**config.mk**
```make
export PLATFORM = sky130hd
export DESIGN_NAME = uc_multiciclo
export DESIGN_NICKNAME = d
export VERILOG_FILES = /design/src/rtl/uc_pkg.sv /design/src/rtl/uc_stk_cnt.sv /design/src/rtl/uc_multiciclo.sv
export SDC_FILE = /design/constraint.sdc
export NUM_CORES = 1
export LEC_CHECK = 0
export ABC_AREA = 1
export CORE_UTILIZATION = 38
export CTS_CLUSTER_DIAMETER = 120
export DETAILED_ROUTE_END_ITERATION = 7
export PLACE_DENSITY_LB_ADDON = 0.1
export RECOVER_POWER = 50
export SLEW_MARGIN = 20
export SYNTH_ARGS = -nofsm -noshare
export SYNTH_HDL_FRONTEND = slang
export SYNTH_SLANG_ARGS = --single-unit
```
**constraint.sdc**
```tcl
create_clock -name clk -period 1.9 [get_ports clk]
set_clock_uncertainty 0.05 [all_clocks]
set_input_delay 0.19 -clock clk [delete_from_list [all_inputs] [get_ports clk]]
set_output_delay 0.19 -clock clk [all_outputs]
set_load 0.005 [all_outputs]
```
**src/rtl/uc_pkg.sv**
```systemverilog
// Shared definitions for the multi-cycle control unit: opcodes, FSM states, ALU defaults.
// Build option: define UC_IRQ_EN to add the interrupt entry state IRQ2.
package uc_pkg;

  // Control/stack opcodes (bit 5 set); anything with bit 5 clear is an ALU op
  localparam logic [5:0] OP_LDI  = 6'b100000;
  localparam logic [5:0] OP_JMP  = 6'b100001;
  localparam logic [5:0] OP_JZ   = 6'b100010;
  localparam logic [5:0] OP_JNZ  = 6'b100011;
  localparam logic [5:0] OP_PUSH = 6'b100100;
  localparam logic [5:0] OP_POP  = 6'b100101;
  localparam logic [5:0] OP_CALL = 6'b100110;
  localparam logic [5:0] OP_RET  = 6'b100111;
  localparam logic [5:0] OP_HALT = 6'b111111;

  // ALU operation driven when no ALU instruction is being executed
  localparam logic [2:0] ALU_IDLE = 3'b000;

  // Control FSM states; IRQ2 only exists when interrupts are built in
  typedef enum logic [2:0] {
    ST_RUN   = 3'd0,
    ST_CALL2 = 3'd1,
    ST_RET2  = 3'd2,
    ST_HALT  = 3'd3
`ifdef UC_IRQ_EN
    ,
    ST_IRQ2  = 3'd4
`endif
  } state_t;

endpackage

```
**src/rtl/uc_stk_cnt.sv**
```systemverilog
// Saturating stack occupancy counter with full/empty flags.
module uc_stk_cnt #(
  parameter int DEPTH = 8,
  parameter int CNTW  = $clog2(DEPTH + 1)
) (
  input  logic            clk,
  input  logic            reset,
  input  logic            inc,
  input  logic            dec,
  output logic [CNTW-1:0] cnt,
  output logic            full,
  output logic            empty
);

  assign full  = (cnt == CNTW'(DEPTH));
  assign empty = (cnt == '0);

  // Occupancy register: never wraps, ignores inc when full and dec when empty
  always_ff @(posedge clk or posedge reset) begin
    if (reset) begin
      cnt <= '0;
    end else if (inc && !dec && !full) begin
      cnt <= cnt + CNTW'(1);
    end else if (dec && !inc && !empty) begin
      cnt <= cnt - CNTW'(1);
    end
  end

endmodule

```
**src/rtl/uc_multiciclo.sv**
```systemverilog
// Multi-cycle control unit for the accumulator/stack CPU: decode, CALL/RET sequencing,
// HALT, and stack overflow/underflow trapping.
// Build option: define UC_IRQ_EN to add irq/ie inputs, irq_ack/s_vec outputs and IRQ2.
module uc_multiciclo
  import uc_pkg::*;
#(
  parameter int OPW         = 6,
  parameter int ALUW        = 3,
  parameter int STACK_DEPTH = 8,
  parameter int CNTW        = $clog2(STACK_DEPTH + 1)
) (
  input  logic            clk,
  input  logic            reset,
  input  logic [OPW-1:0]  opcode,
  input  logic            z,
`ifdef UC_IRQ_EN
  input  logic            irq,
  input  logic            ie,
  output logic            irq_ack,
  output logic            s_vec,
`endif
  output logic            s_inc,
  output logic            s_inm,
  output logic            we3,
  output logic            wez,
  output logic            s_pila,
  output logic            push,
  output logic            pop,
  output logic            s_ret,
  output logic            pc_en,
  output logic [ALUW-1:0] op_alu,
  output logic            halted,
  output logic            stk_err,
  output logic [CNTW-1:0] stk_cnt
);

  state_t state;
  state_t state_nxt;

  logic cnt_inc;
  logic cnt_dec;
  logic cnt_full;
  logic cnt_empty;
  logic err_set;

`ifdef UC_IRQ_EN
  // An interrupt is only taken on instructions that do not themselves stall the PC
  logic irq_take;
  assign irq_take = irq && ie &&
                    (opcode != OP_CALL) && (opcode != OP_RET) && (opcode != OP_HALT);
`endif

  uc_stk_cnt #(
    .DEPTH (STACK_DEPTH),
    .CNTW  (CNTW)
  ) u_stk_cnt (
    .clk   (clk),
    .reset (reset),
    .inc   (cnt_inc),
    .dec   (cnt_dec),
    .cnt   (stk_cnt),
    .full  (cnt_full),
    .empty (cnt_empty)
  );

  // State register; reset always returns to RUN, even mid CALL/RET
  always_ff @(posedge clk or posedge reset) begin
    if (reset) begin
      state <= ST_RUN;
    end else begin
      state <= state_nxt;
    end
  end

  // Sticky stack error flag, set by any trapped push/pop
  always_ff @(posedge clk or posedge reset) begin
    if (reset) begin
      stk_err <= 1'b0;
    end else if (err_set) begin
      stk_err <= 1'b1;
    end
  end

  // Decode and next-state logic; a trapped stack access stalls the PC and halts
  always_comb begin
    state_nxt = state;
    s_inc     = 1'b1;
    s_inm     = 1'b0;
    we3       = 1'b0;
    wez       = 1'b0;
    s_pila    = 1'b0;
    push      = 1'b0;
    pop       = 1'b0;
    s_ret     = 1'b0;
    pc_en     = 1'b1;
    op_alu    = ALU_IDLE;
    halted    = 1'b0;
    cnt_inc   = 1'b0;
    cnt_dec   = 1'b0;
    err_set   = 1'b0;
`ifdef UC_IRQ_EN
    irq_ack   = 1'b0;
    s_vec     = 1'b0;
`endif

    case (state)
      ST_RUN: begin
`ifdef UC_IRQ_EN
        if (irq_take) begin
          if (cnt_full) begin
            pc_en     = 1'b0;
            err_set   = 1'b1;
            state_nxt = ST_HALT;
          end else begin
            push      = 1'b1;
            s_pila    = 1'b1;
            pc_en     = 1'b0;
            irq_ack   = 1'b1;
            cnt_inc   = 1'b1;
            state_nxt = ST_IRQ2;
          end
        end else
`endif
        begin
          if (!opcode[OPW-1]) begin
            op_alu = opcode[ALUW+1:2];
            we3    = 1'b1;
            wez    = 1'b1;
          end else begin
            case (opcode)
              OP_LDI: begin
                s_inm = 1'b1;
                we3   = 1'b1;
              end
              OP_JMP: begin
                s_inc = 1'b0;
              end
              OP_JZ: begin
                s_inc = ~z;
              end
              OP_JNZ: begin
                s_inc = z;
              end
              OP_PUSH: begin
                if (cnt_full) begin
                  pc_en     = 1'b0;
                  err_set   = 1'b1;
                  state_nxt = ST_HALT;
                end else begin
                  push    = 1'b1;
                  s_pila  = 1'b1;
                  cnt_inc = 1'b1;
                end
              end
              OP_POP: begin
                if (cnt_empty) begin
                  pc_en     = 1'b0;
                  err_set   = 1'b1;
                  state_nxt = ST_HALT;
                end else begin
                  pop     = 1'b1;
                  s_pila  = 1'b1;
                  cnt_dec = 1'b1;
                end
              end
              OP_CALL: begin
                if (cnt_full) begin
                  pc_en     = 1'b0;
                  err_set   = 1'b1;
                  state_nxt = ST_HALT;
                end else begin
                  push      = 1'b1;
                  s_pila    = 1'b1;
                  pc_en     = 1'b0;
                  cnt_inc   = 1'b1;
                  state_nxt = ST_CALL2;
                end
              end
              OP_RET: begin
                if (cnt_empty) begin
                  pc_en     = 1'b0;
                  err_set   = 1'b1;
                  state_nxt = ST_HALT;
                end else begin
                  pop       = 1'b1;
                  s_pila    = 1'b1;
                  pc_en     = 1'b0;
                  cnt_dec   = 1'b1;
                  state_nxt = ST_RET2;
                end
              end
              OP_HALT: begin
                pc_en     = 1'b0;
                state_nxt = ST_HALT;
              end
              default: begin
              end
            endcase
          end
        end
      end
      ST_CALL2: begin
        s_inc     = 1'b0;
        state_nxt = ST_RUN;
      end
      ST_RET2: begin
        s_ret     = 1'b1;
        state_nxt = ST_RUN;
      end
`ifdef UC_IRQ_EN
      ST_IRQ2: begin
        s_vec     = 1'b1;
        state_nxt = ST_RUN;
      end
`endif
      ST_HALT: begin
        pc_en  = 1'b0;
        halted = 1'b1;
      end
      default: begin
        state_nxt = ST_RUN;
      end
    endcase
  end

endmodule

```
Word level (Yosys, flattened, before mapping). Index checks and enable logic that the tools add are counted.

Add/subtract/negate cells: 2. Equal/unequal tests: 17. Muxes and demuxes: 42. Bitwise logic cells: 2. Reduce and logical (&&, ||, !) cells: 15.

Operators with widths (number): equality test 6 bit, second input constant (9); two-way mux 1 bit (26); two-way mux 3 bit (5); one-hot mux 3 bit (5 select lines) (1); two-way mux 4 bit (2); one-hot mux 1 bit (2 select lines) (4); equality test 3 x 2 -> 1 bit, second input constant (2); != test 3 x 2 -> 1 bit, second input constant (2); != test 6 x 2 -> 1 bit, second input constant (1); one-hot mux 1 bit (3 select lines) (2); one-hot mux 3 bit (2 select lines) (1); AND reduction 5 bit (1); adder 4 x 1 -> 4 bit, second input constant (1); equality test 4 bit, second input constant (1); logical AND 1 bit (4); logical NOT 1 bit (4); logical NOT 4 bit (1); OR reduction 2 bit (2); subtractor 4 x 1 -> 4 bit, second input constant (1); equality test 3 x 1 -> 1 bit, second input constant (1); logical NOT 3 bit (1); OR reduction 3 bit (1); two-way mux 2 bit (1); != test 2 bit, second input constant (1); 2 further kinds (3).

Register bits after elaboration: 8. Bits of input ports: 9. Output and inout port bits: 18.

Depth between registers and ports, before layout. Gate-level depths: netlist of the first run.

Depth after elaboration: 10. Depth in mapped cells: 14.

Modules after synthesis. A second synthesis of the first run with hierarchy kept.

Cells, all modules: 111. Area, all modules: 729.4 um^2.

By module, submodules not included: uc_multiciclo (times used 1, cells an instance 67, area each 384.1 um^2, seq. area each 75.1 um^2); uc_stk_cnt (times used 1, cells an instance 44, area each 345.3 um^2, seq. area each 100.1 um^2).

Worst setup path after synthesis of the first run. No wires, ideal clock.

Path kind: register -> register. Start: reg u_stk_cnt.cnt[0]. End: reg u_stk_cnt.cnt[3]. Arrival: 1670 ps. Data required time: 1733 ps. Setup slack: 64 ps. Stages on the path, launching flop included: 13. Path buffers: 0. Clock period less this slack: 1836 ps. Cells stage by stage: dfrtp_1 -> nor2_2 -> nand3_1 -> nand3_2 -> ha_1 -> nand2_1 -> nand2_1 -> nor2_1 -> nand3_1 -> nand2_1 -> nand2_1 -> nand2_1 -> nand2_1.

Word-level cells in the longest chain between the ends: 9.

RTL lines: start, declared (RTL line uc_stk_cnt.sv:10) `output logic [CNTW-1:0] cnt,`; start signal, assigned (RTL line uc_stk_cnt.sv:23) `cnt <= cnt + CNTW'(1);`; start signal, assigned (RTL line uc_stk_cnt.sv:25) `cnt <= cnt - CNTW'(1);`; equality test 4 bit or logical NOT 4 bit (tied branches) (RTL line uc_stk_cnt.sv:15, uc_stk_cnt.sv:16); two-way mux 1 bit (on tied branches); two-way mux 1 bit; two-way mux 1 bit (RTL line uc_multiciclo.sv:125) `if (!opcode[OPW-1]) begin`; two-way mux 1 bit (RTL line uc_multiciclo.sv:106) `case (state)`; logical NOT 1 bit (on tied branches) (RTL line uc_stk_cnt.sv:24, uc_stk_cnt.sv:22); logical AND 1 bit (on tied branches) (2 in series) (RTL line uc_stk_cnt.sv:24, uc_stk_cnt.sv:22); nonzero test 2 bit (no source line) or two-way mux 4 bit (tied branches).

Parallel ways exist; a longest one is shown, timed or not. The select of a mux whose other input is x is not followed. A chain may end at the register's enable or synchronous reset.

Final worst setup path of the first run.
Start: reg state[1]. End: reg u_stk_cnt.cnt[3].

Word-level cells in the longest chain between the ends: 6.

RTL lines: start, declared (RTL line uc_multiciclo.sv:37) `state_t state;`; start signal, assigned (RTL line uc_multiciclo.sv:71) `state <= state_nxt;`; logical NOT 3 bit (*) (RTL line uc_multiciclo.sv:106); two-way mux 1 bit (RTL line uc_multiciclo.sv:106); logical NOT 1 bit (on tied branches) (RTL line uc_stk_cnt.sv:22, uc_stk_cnt.sv:24); logical AND 1 bit (on tied branches) (2 in series) (RTL line uc_stk_cnt.sv:22, uc_stk_cnt.sv:24); two-way mux 4 bit or nonzero test 2 bit (tied branches).

Mark *: on every way between the ends. The rest lies on a longest branch, timed or not.

==> results of run 1 <==
layer usage:
metal	share of wire (%)	global-route usage (%)	wire, um	vias to the layer above
li1	-	-	-	467
met1	42	25.1	960	414
met2	51	42.9	1150	33
met3	4.3	6.00	98	8
met4	2.6	1.82	59	0
met5	0	0	0	-
logic make-up (layout without fill, tap and decap cells):
group           Yosys count  in the layout  share of synthesized area, %
compound gates            4              4                          3.97
xor+xnor                  1              1                          1.26
simple gates             75             75                          52.0
fa+ha+maj                 3              3                          6.50
buf+inv                  19             86                          11.0
flops                     7              7                          25.3
cells in the mapped netlist, drive strengths merged:
cell | n | area (um2)
o21ai | 2 | 13.8
or2 | 1 | 6.26
nor2 | 24 | 123
a21oi | 1 | 5.00
fa | 1 | 20.0
nand3 | 6 | 35.0
xnor2 | 1 | 8.76
dfrtp | 7 | 175
ha | 2 | 25.0
o2111ai | 1 | 8.76
nand4 | 1 | 6.26
clkinv | 1 | 8.76
nor3 | 5 | 25.0
nand2 | 38 | 165
inv | 18 | 67.6
timing repair:
item,in CTS,in global routing
setup endpoints to repair,13,5
buffers inserted,8,4
gates resized for setup,27,12
endpoints found under the hold margin,0,0
pin swaps,8,8
power by group through the flow:
stage	Sequential (W)	Clock, W	Combinational (W)
6_report	0.000253	0.000133	0.000709
5_1_grt	0.000258	0.000151	0.000776
4_1_cts	0.000253	0.000139	0.000613
3_5_place_dp	0.000229	0	0.000543
3_3_place_gp	0.000228	0	0.000533
2_1_floorplan	0.000253	0	0.000245
worst paths after layout:
check	start	end	slack, ns
setup reg to reg	state[1]	u_stk_cnt.cnt[3]	0.02
max in group asynchronous	reset	u_stk_cnt.cnt[3]	1.31
hold reg to reg	stk_err	stk_err	0.44
min in group clk	stk_err	stk_err	0.44
hold / removal	reset	state[0]	0.26
setup / recovery	state[1]	u_stk_cnt.cnt[3]	0.02
through the flow:
step           setup TNS [ns]  setup WS [ns]  utilization (%)
3_3_place_gp            -1.67         -0.270             67.9
5_1_grt               -0.0715        -0.0380             80.2
4_1_cts                     0        0.00469             75.5
3_5_place_dp            -2.01         -0.341             67.9
2_1_floorplan               0         0.0636                -
6_report                    0         0.0163             80.2
registers in the layout, indices dropped and copies added, names as in the netlist:
signal / cells
state: 2
stk_err: 1
u_stk_cnt.cnt: 4
final cells by class:
class | count | area share, %
multi-input cells | 83 | 38.4
repair buffers | 63 | 39.2
clock buffers | 4 | 1.90
flip-flops and latches | 7 | 12.7
inverters | 19 | 5.51
well taps | 25 | 2.26
==> results.toml, run 1 <==
[setup_path]
cpPeakStageDelay_ns = 0.41
path_common_cell = "nand2_1"
crit_path_end_kind = "register"
cp.arrival_ns = 1.96
worst_path_max_delay_cell = "dfrtp_1"
path_cells = "nor2_4 -> buf_6 -> nand3_4 -> buf_6 -> ha_4 -> nand2_1 -> nor2_1 -> nor2_2 -> nand4_1 -> nand2_1 -> nand2_1 -> nand2_1"
path_class = "reg2reg"
critPathRequiredTime_ns = 1.98
r2r_cells = 12
worstSetupPathDepth = 12
crit_family = "simple AND/OR/NAND/NOR gates"
start_kind = "register"
path_buf_inv = 2
critPathMaxFanout = 3

[global_route]
grt_pass1_vias = 845
grt_usage_pct = 22.2
grt-ovfl-total = 0
grt_max_degree = 8
grt_pass1_wl_um = 3330
antenna_found_initial = 0

[timing]
min_period_ns = 1.88
hold_ws_ns = 0.255
maxSlewHeadroom_pct = 81.6
fmax_mhz = 531
slew_viol_final = 0
finalCritPeriodShare_pct = 99.1
rsz0062_at_grt = "true"
setup_viol = 0
hold_violations = 0
worst_pin_slew_ns = 0.275

[power_and_ir_drop]
seq_power_share_pct = 23.1
combPwrFrac_pct = 64.7
p_clk_share_pct = 12.1
p_sw_w = 0.000447
total_power_w = 0.00110
p_per_area_nw_per_um2 = 791
p_int_w = 0.000649
switching_share_pct = 40.8
p_leak_nw = 0.760
vdd_drop_max_mv = 1.05

[detailed_routing]
drc = 0
ant_nets = 0
avgViaCountPerCell = 4.59
wl_per_cell_um = 11.3
first_iter_violations = 10
drt_first_pass_iters = 4
wl_um = 2270
route.vias.total = 922

[final_layout]
insertedDiodeCount = 0
final_area_um2 = 1390
area_growth_pct = 99.8
layout_common_cells = "33 x buf_4, 31 x nand2_1, 14 x nor2_1, 13 x inv_1, 12 x dlygate4sd2_1"
final_nets = 189
final_common_cell = "buf_4"
multi_input_area_um2 = 532
finalNonFillerCells = 201
nFillCells = 127
drive_above_1_share_pct = 40.3
seqCellArea_um2 = 176

[placement]
numPortBuffers = 26
dp_hpwl_um = 1530
gp_congestion = 0.821
dp_cells = 185
placed_cell_area_um2 = 1170

[floorplan]
die_h_um = 44.7
start_util_pct = 40.1
die_area_um2 = 2000
ioPinCount = 27
rows = 15
core_um2 = 1730
dieWidth_um = 44.7

[yosys]
avgSynthCellArea_um2 = 6.36
synth-seq-cells = 7
synth_fp_nets = 121
ys_types = 22
yosysWarningCount = 0
syn_inst = 109
seq_area_frac_synth_pct = 25.3
synthesis.area_um2 = 693

[clock_network]
numCtsBuffers = 3
cts_tree = "yes"
htree_levels = 1
postCtsHoldBufs = 0
path_clk_slew_ns = 0.05
clk_latency_ns = 0.25
clock-sinks = 7
root_buffer = "clkbuf_4"
clockBufferDepth = 2

[job]
cap_violations = 0

[run_status]
status = "complete, no violations"

[min_path]
hold_path_class = "in2async"
(Power assumes the default switching activity.)
==> run 2: changes to the inputs <==
- GPL_TIMING_DRIVEN: not set -> 0
- PLACE_DENSITY: not set -> 0.71
- PLACE_DENSITY_LB_ADDON: 0.1 -> not set
==> run 2 against run 1 <==
Global-route usage fell by 1.4 points. Fmax shrank 0.42%. Power fell by 1.3%. Clock power about the same.
==> results.toml, run 2 (synthesized netlist as in run 1, its figures left out) <==
[timing]
setup_viol = 0
rsz0062_at_grt = "true"
worst_pin_slew_ns = 0.286
finalCritPeriodShare_pct = 99.6
slew_viol_final = 0
setup_slack_ns = 0.00828
maxSlewHeadroom_pct = 81.0
min_period_ns = 1.89
fmax_mhz = 529
tns_ns = 0
hold_violations = 0

[power_and_ir_drop]
p_per_area_nw_per_um2 = 886
p_leak_nw = 0.705
total_power_w = 0.00108
vdd_drop_max_mv = 0.852

[clock_network]
root_buffer = "clkbuf_4"
path_clk_slew_ns = 0.05
htree_levels = 1
postCtsHoldBufs = 0
cts_tree = "yes"
clk_latency_ns = 0.25
clock-sinks = 7
numCtsBuffers = 3
clockBufferDepth = 2

[min_path]
hold_path_class = "in2async"

[setup_path]
start_kind = "register"
critPathRequiredTime_ns = 1.99
critPathMaxFanout = 5
path_class = "reg2reg"
crit_path_end_kind = "register"
cp.arrival_ns = 1.98

[run_status]
status = "complete, no violations"

[detailed_routing]
wl_um = 2100
avgViaCountPerCell = 4.77
first_iter_violations = 22
drt_first_pass_iters = 4
wl_per_cell_um = 11.6
ant_nets = 0
drc = 0
route.vias.total = 869

[global_route]
grt_max_degree = 8
grt-ovfl-total = 0
grt_pass1_wl_um = 3020
antenna_found_initial = 0
grt_pass1_vias = 711
grt_usage_pct = 20.8

[placement]
dp_cells = 160
gp_congestion = 0.771
placed_cell_area_um2 = 985
post-place-ws_ns = -0.587
dp_hpwl_um = 1350
numPortBuffers = 26

[floorplan]
dieWidth_um = 44.7
core_um2 = 1730
ioPinCount = 27
die_h_um = 44.7
start_util_pct = 40.1
rows = 15
die_area_um2 = 2000

[final_layout]
top_register = "u_stk_cnt.cnt"
finalNonFillerCells = 182
final_common_cell = "nand2_1"
reg.largest.list = "u_stk_cnt.cnt: 4 flops, state: 2 flops, stk_err: 1 flops"
drive_above_1_share_pct = 33.1
final_area_um2 = 1220
final_nets = 170
largest_reg_flops = 4
layout_common_cells = "32 x nand2_1, 16 x buf_4, 14 x inv_1, 14 x nor2_1, 10 x clkdlybuf4s50_1"
area_growth_pct = 76.0
insertedDiodeCount = 0

[job]
cap_violations = 0
run 2: cell count changes in the layout (fill, tap and decap cells not counted), sizes merged:
cell	change
buf	-20
dlygate4sd2	-6
dlymetal6s2s	+4
clkbuf	+2
clkdlybuf4s50	+2
clkdlybuf4s25	-1
run 2: per-layer routing:
metal,vias to the layer above,share of wire (%),GRT usage [%]
met4,0,0.29,1.82
met1,408,39,23.6
li1,428,-,-
met3,2,5.7,7.20
met2,31,55,38.8
met5,-,0,0
run 2: critical path, stage by stage (launching register included):
cell and delay (ns):
dfrtp_2 0.42, nor2_4 0.18, nand3_4 0.14, nand3_4 0.14, ha_4 0.22, nand2_1 0.06, nand2_1 0.05, nor2_2 0.14
nand3_1 0.09, nand2_1 0.10, nand2_1 0.08, nand2_1 0.08, nand2_1 0.05
run 2: layout make-up:
type | instances | area (um2)
inverters | 19 | 76.3
clock buffers | 4 | 26.3
fillers | 156 | 507
flip-flops and latches | 7 | 180
repair buffers | 44 | 402
well taps | 25 | 31.3
multi-input cells | 83 | 504
run 2: repair_timing:
item | 4_1_cts | 5_1_grt
setup endpoints to repair | 13 | 9
cloned | 0 | 0
pin swaps | 4 | 7
setup buffers | 9 | 9
resized for setup | 23 | 13
run 2: worst paths after layout:
kind,from,to,slack [ns],cells past startpoint
max in group asynchronous,reset,u_stk_cnt.cnt[2],1.30,2
min in group clk,opcode[1],state[1],0.33,4
worst min register to register,stk_err,stk_err,0.42,2
worst min-delay path,reset,stk_err,0.26,2
worst max register to register,u_stk_cnt.cnt[0],u_stk_cnt.cnt[3],0.008,12
worst max-delay path,u_stk_cnt.cnt[0],u_stk_cnt.cnt[3],0.008,12
run 2: where the power goes:
group / leakage, nW / internal, W / total [W] / switching (W)
registers: 0.0811 / 0.000200 / 0.000266 / 0.0000659
clock network: 0.0150 / 0.0000799 / 0.000131 / 0.0000515
logic: 0.609 / 0.000357 / 0.000684 / 0.000327
total: 0.705 / 0.000637 / 0.00108 / 0.000444
run 2: through the flow:
stage / utilization (%) / hold WS (ns)
4_1_cts: 65.3 / 0.126
5_1_grt: 70.7 / 0.280
3_3_place_gp: 57.0 / 0.380
3_5_place_dp: 57.0 / 0.390
2_1_floorplan: - / -0.0566
6_report: 70.7 / 0.263
